**config.mk**
```make
export PLATFORM = sky130hd
export DESIGN_NAME = decoding_display
export DESIGN_NICKNAME = d
export VERILOG_FILES = /design/src/rtl/decoding_display.sv
export SDC_FILE = /design/constraint.sdc
export NUM_CORES = 1
export LEC_CHECK = 0
export BUFFER_PORTS_ARGS = -buffer_cell sky130_fd_sc_hd__buf_2
export CAP_MARGIN = 10
export CORE_ASPECT_RATIO = 0.6
export CORE_MARGIN = 10
export CORE_UTILIZATION = 53
export CTS_BUF_LIST = sky130_fd_sc_hd__clkbuf_8
export DETAILED_ROUTE_END_ITERATION = 8
export HOLD_SLACK_MARGIN = 0.06
export PLACE_DENSITY = 0.8
export RECOVER_POWER = 100
export SETUP_SLACK_MARGIN = 0.02
export SLEW_MARGIN = 20
export SYNTH_ARGS = -nofsm -noshare
export SYNTH_HDL_FRONTEND = slang
export SYNTH_SLANG_ARGS = --single-unit
export TNS_END_PERCENT = 10
```
**constraint.sdc**
```tcl
create_clock -name clk -period 0.96 [get_ports clk]
set_clock_uncertainty 0.15 [all_clocks]
set_input_delay 0.048 -clock clk [delete_from_list [all_inputs] [get_ports clk]]
set_output_delay 0.048 -clock clk [all_outputs]
set_load 0.01 [all_outputs]
```
**src/rtl/decoding_display.sv**
```systemverilog
// Four-channel seven-segment decoder with registered, glitch-free outputs.
// Each channel maps a 4-bit digit to a segment pattern (bit0=a .. bit6=g).
// Stage p0 is the combinational decode. Stage p1 is the output register.
module decoding_display #(
    parameter bit ACTIVE_LOW    = 1'b1,
    parameter bit BLANK_NON_BCD = 1'b1
) (
    input  logic       clk,
    input  logic       rst_n,
    input  logic [3:0] out0,
    input  logic [3:0] out1,
    input  logic [3:0] out2,
    input  logic [3:0] out3,
    output logic [6:0] Hex0,
    output logic [6:0] Hex1,
    output logic [6:0] Hex2,
    output logic [6:0] Hex3
);

    // A dark digit after the polarity inversion has been applied.
    localparam logic [6:0] BLANK = ACTIVE_LOW ? 7'h7F : 7'h00;

    // Active-high lit-segment glyph for each of the 16 codes.
    function automatic logic [6:0] seg_lit(input logic [3:0] d);
        logic [6:0] lit;
        case (d)
            4'h0:    lit = 7'h3F;
            4'h1:    lit = 7'h06;
            4'h2:    lit = 7'h5B;
            4'h3:    lit = 7'h4F;
            4'h4:    lit = 7'h66;
            4'h5:    lit = 7'h6D;
            4'h6:    lit = 7'h7D;
            4'h7:    lit = 7'h07;
            4'h8:    lit = 7'h7F;
            4'h9:    lit = 7'h6F;
            4'hA:    lit = 7'h77;
            4'hB:    lit = 7'h7C;
            4'hC:    lit = 7'h39;
            4'hD:    lit = 7'h5E;
            4'hE:    lit = 7'h79;
            default: lit = 7'h71;
        endcase
        return lit;
    endfunction

    // Apply non-BCD blanking, then the pin polarity.
    function automatic logic [6:0] seg_drive(input logic [3:0] d);
        logic [6:0] lit;
        lit = seg_lit(d);
        if (BLANK_NON_BCD && (d > 4'd9)) begin
            lit = 7'h00;
        end
        return ACTIVE_LOW ? ~lit : lit;
    endfunction

    // ---- stage p0: combinational decode ----
    logic [3:0] digit_p0 [4];
    logic [6:0] seg_p0   [4];
    logic [6:0] hex_p1   [4];

    assign digit_p0[0] = out0;
    assign digit_p0[1] = out1;
    assign digit_p0[2] = out2;
    assign digit_p0[3] = out3;

    // Decode each channel independently.
    always_comb begin
        for (int i = 0; i < 4; i++) begin
            seg_p0[i] = seg_drive(digit_p0[i]);
        end
    end

    // ---- stage p1: output register ----
    // Register the patterns. Reset blanks the display at once, without waiting for clk.
    always_ff @(posedge clk or negedge rst_n) begin
        if (!rst_n) begin
            for (int i = 0; i < 4; i++) begin
                hex_p1[i] <= BLANK;
            end
        end else begin
            for (int i = 0; i < 4; i++) begin
                hex_p1[i] <= seg_p0[i];
            end
        end
    end

    assign Hex0 = hex_p1[0];
    assign Hex1 = hex_p1[1];
    assign Hex2 = hex_p1[2];
    assign Hex3 = hex_p1[3];

endmodule

```
=== Yosys cells after proc, flatten, opt, wreduce, memory -nomap -nowiden ===
Memories as Yosys holds them, arrays and structs flattened.
Index checks and enable logic that the tools add are counted.

* ROM bits: 448
* Bits of input ports: 18
* Register bits after elaboration: 28
* Logic and storage cells: 20
* Memories: 4
* Output and inout bits: 28

* Order comparisons: 4
* Bitwise gates (word level): 4
* Mux-type cells: 4

{| class="wikitable"
|+ Memory list
! name !! depth !! width !! read ports !! clocked after Yosys merged registers in !! wr ports !! RTL line !! RTL
|-
| (name not given) || 16 || 7 || 1 || 0 || 0 || 26 || <nowiki>case (d)</nowiki>
|-
| (name not given) || 16 || 7 || 1 || 0 || 0 || 26 ||
|-
| (name not given) || 16 || 7 || 1 || 0 || 0 || 26 ||
|-
| (name not given) || 16 || 7 || 1 || 0 || 0 || 26 ||
|}

{| class="wikitable"
|+ Operators by type and width
! operator !! number
|-
| $mux 7 || 4
|-
| $not 7->7 || 4
|-
| $gt 4x4->1 const B || 4
|}

=== Logic depth before layout (Yosys ltp) ===
* Depth in word-level cells: 3
* Mapped depth: 6
* Gate-level depth less buffers: 5

=== Worst setup path before layout ===
Ideal clock, no wire load.

* Kind: input-to-reg
* From: input out0[1]
* To: register hex_p1 (netlist bit Hex0[6])
* Setup slack: -0.101 ns
* Stages: 6
* Data required time: 0.737 ns
* Buffers on the path: 1
* Setup time: 0.073 ns
* Arrival: 0.838 ns
* Cells stage by stage: inv_1 > ha_1 > clkbuf_2 > o21ai_0 > o21ai_0 > a21oi_1

{| class="wikitable"
|+ RTL lines
! what !! RTL line !! RTL
|-
| start, declared || 10 || <nowiki>input logic [3:0] out0,</nowiki>
|-
| end signal, assigned by index || 83 || <nowiki>hex_p1[i] <= seg_p0[i];</nowiki>
|-
| end, declared || 60 || <nowiki>logic [6:0] hex_p1 [4];</nowiki>
|}

=== Final worst setup path ===
* From: register hex_p1 (netlist bit Hex2[5])
* To: output Hex2[5]

{| class="wikitable"
|+ RTL lines
! what !! RTL line !! RTL
|-
| end, declared || 16 || <nowiki>output logic [6:0] Hex2,</nowiki>
|}

No word-level cell between the ends.

==> flow_summary.toml <==
[status]
status = "complete, but fails checks"
failed_checks = "hold timing, setup timing"

[floorplanning]
die_h_um = 64.18
core_area_um2 = 2984
pin_count = 46
placementRows = 15
die-width_um = 93.64
die_area_um2 = 6009
start_util_pct = 57.78

[synth]
synthesis.area_um2 = 1724
synth.yosys.seq_area_share_pct = 42.67
dominantRegCellSynth = "sky130_fd_sc_hd__dfstp_2"
synth_commonest_cells = "28 x sky130_fd_sc_hd__dfstp_2, 24 x sky130_fd_sc_hd__ha_1, 18 x sky130_fd_sc_hd__a21oi_1, 16 x sky130_fd_sc_hd__inv_1"
synth_edf_count = 0
most_frequent_cell_after_synthesis = "sky130_fd_sc_hd__dfstp_2"
synth-async-reset-ratio_pct = 100.0
netlist_top_cells_area = "sky130_fd_sc_hd__dfstp_2 43%, sky130_fd_sc_hd__ha_1 17%, sky130_fd_sc_hd__a21oi_1 5.2%"
synth.top_cell.area_share_pct = 42.67
syn-num-nets = 220
cell_count_after_synthesis = 178
ys.warnings.count = 0
average_cell_area_after_synthesis_um2 = 9.686
ys_seq_elements = 28
synth.largest_area_cell = "sky130_fd_sc_hd__dfstp_2"
synthDistinctLibCells = 24

[clock_network]
htreeDepth = 1
hold_buffer_count_at_cts = 1
cts_tree = "yes"
clk_pin_slew_ps = 90
clock_tree.root_cell = "sky130_fd_sc_hd__clkbuf_8"
clock_path_buffers = 2
clock_sinks = 28
cts-buffers-inserted = 3
cts_post_setup_buffers_inserted = 0

[layout]
final_nets = 284
diodes_inserted = 0
final_instance_count_without_filler_cells = 283
multi_input_comb_area_um2 = 947.2
fraction_of_final_layout_cells_with_drive_strength_greater_than_1_pct = 48.96
area_growth_from_synthesis_to_layout_pct = 42.16
num-fill-cells = 164
area.sequential_um2 = 735.7
postLayoutCellArea_um2 = 2451

[worst_setup_path]
cp-end-kind = "primary output"
cp_slowest_cell = "sky130_fd_sc_hd__dfstp_2"
critical_path_arrival_ps = 920
setup.worst_path.start_class = "flip-flop"
required_ps = 760
criticalPathCategory = "flip-flop to primary output"
timing.critical_path.max_delay_family = "flip-flops"
critPathMaxStageDelay_ps = 550
path_buf_inv = 1
path_cells = "buf_6"
worstPathMaxFanout = 1

[sta]
grt_setup_unrepaired = "yes"
timing.final.crit_period_ps = 1116
relSlewSlack_pct = 79.72
worst_hold_slack_ps = -63.43
timing.final.max_slew_violations = 0
max_clock_freq_ghz = 0.8958
timing_worst_slew_pin_value_ps = 301.8
final_hold_violating_endpoints = 10
timing.final.ws_setup_ps = -156.3
setup_viol = 35
layout_worst_path_cycle_share_pct = 116.3

[detailed_routing]
route.detailed.vias_per_inst = 5.604
antenna_violating_nets_post_route = 0
drtPass1Iterations = 4
postRouteWirelength_um = 5160
num_vias = 1586
first_iter_violations = 151
drt-wirelength-per-cell_um = 18.23
route.detailed.drc = 0

[power]
switching_share_pct = 26.47
p_sw_mw = 0.8495
p_per_area_nw_per_um2 = 1309
seq_power_share_pct = 44.3
int_power_mw = 2.360
share_comb_of_total_power_pct = 27.4
clkPwrFrac_pct = 28.2
ir_drop_v = 0.0009390
p_leak_nw = 1.117

[hold_path]
hold_class = "primary input to flip-flop"

[place]
post_place_cell_area_um2 = 2131
globalplace.congestion = 0.9488
place.port_buffers = 45
dpl.cell_count = 278
post-place-ws_ps = -483.2
post-dp-hpwl_um = 3729

[grt]
grt_max_degree = 18
wire_length_of_the_first_global_routing_pass_um = 8045
gr-usage-all-layers_pct = 16.39
first_global_vias = 1585
grt_remaining_overflow = 0
antenna_violations_before_repair = 0

[flow_run]
timing.max_cap.violations = 0
==> stage by stage <==
| stage | power [mW] | TNS, ps | utilization (%) | hold WS [ps] |
|---|---|---|---|---|
| 2_1_floorplan | 1.786 | -231.2 | - | -249.8 |
| 6_report | 3.210 | -4262 | 82.14 | -63.43 |
| 3_5_place_dp | 2.120 | -6084 | 71.40 | 42.05 |
| 4_1_cts | 3.200 | -4281 | 80.55 | -105.3 |
| 3_3_place_gp | 2.085 | -4422 | 71.40 | 35.60 |
| 5_1_grt | 3.367 | -5719 | 82.14 | -60.93 |
==> cell type report <==
type | instances | share of cell area, %
inverters | 16 | 2.450
multi-input cells | 124 | 38.64
repair buffers | 69 | 23.84
clock inverters | 1 | 1.225
flip-flops and latches | 28 | 30.02
clock buffers | 3 | 1.685
well taps | 42 | 2.144
==> cell usage in the layout, fill, tap and decap left out, drive strengths merged, types with 4 or more instances in the layout <==
cell type and n:
buf 58, dfstp 28, ha 24, a21oi 18, inv 16, nor2 14, o21ai 14, clkbuf 13
nor3 12, nand2 9, o2bb2ai 4, nor3b 4
==> sequential cells by signal, summed over array words and instances, names as in the netlist <==
register / cells
Hex0: 7
Hex1: 7
Hex2: 7
Hex3: 7
==> final timing paths <==
| kind | to | depth (start not counted) | startpoint | slack [ps] |
|---|---|---|---|---|
| min in group asynchronous | Hex3[2]$_DFF_PN1_ | 2 | rst_n | 280 |
| max in group asynchronous | Hex2[0]$_DFF_PN1_ | 3 | rst_n | 120 |
| worst min-delay path | Hex2[1]$_DFF_PN1_ | 3 | out2[3] | -60 |
| worst max-delay path | Hex2[5] | 1 | Hex2[5]$_DFF_PN1_ | -160 |
==> power by group through the flow <==
stage | Clock [mW] | Sequential, mW | Combinational (mW)
floorplan | 0 | 1.48 | 0.310
global placement | 0 | 1.41 | 0.679
detailed placement | 0 | 1.41 | 0.711
CTS | 0.929 | 1.42 | 0.849
global route | 0.978 | 1.44 | 0.952
finish | 0.906 | 1.42 | 0.880
==> worst min-delay path: stages <==
cell and delay, ps:
sky130_fd_sc_hd__buf_2 190, sky130_fd_sc_hd__nand2_1 80, sky130_fd_sc_hd__nand2_1 40
==> timing repair <==
action	in CTS	in global routing
hold endpoints to repair	54	22
pin swaps	0	2
setup endpoints to repair	34	45
gates resized for setup	34	12
==> routing by layer <==
metal | GRT usage (%) | vias up | wire (µm)
met2 | 27.34 | 77 | 2441
met5 | 0 | - | 0
li1 | - | 737 | -
met1 | 19.93 | 761 | 2164
met3 | 6.527 | 11 | 465
met4 | 2.264 | 0 | 89
==> cell families (layout without fill, tap and decap cells) <==
logic type	count (synthesis)	in the layout	synth area share (%)
AOI/OAI and AO/OA	44	44	14.88
adders and majority gates	24	24	17.42
buffers and inverters	26	89	7.184
DFF	28	28	42.67
muxes	3	3	1.742
and+or+nand+nor	53	53	16.11
No activity file was read; power rests on OpenSTA's default activity.
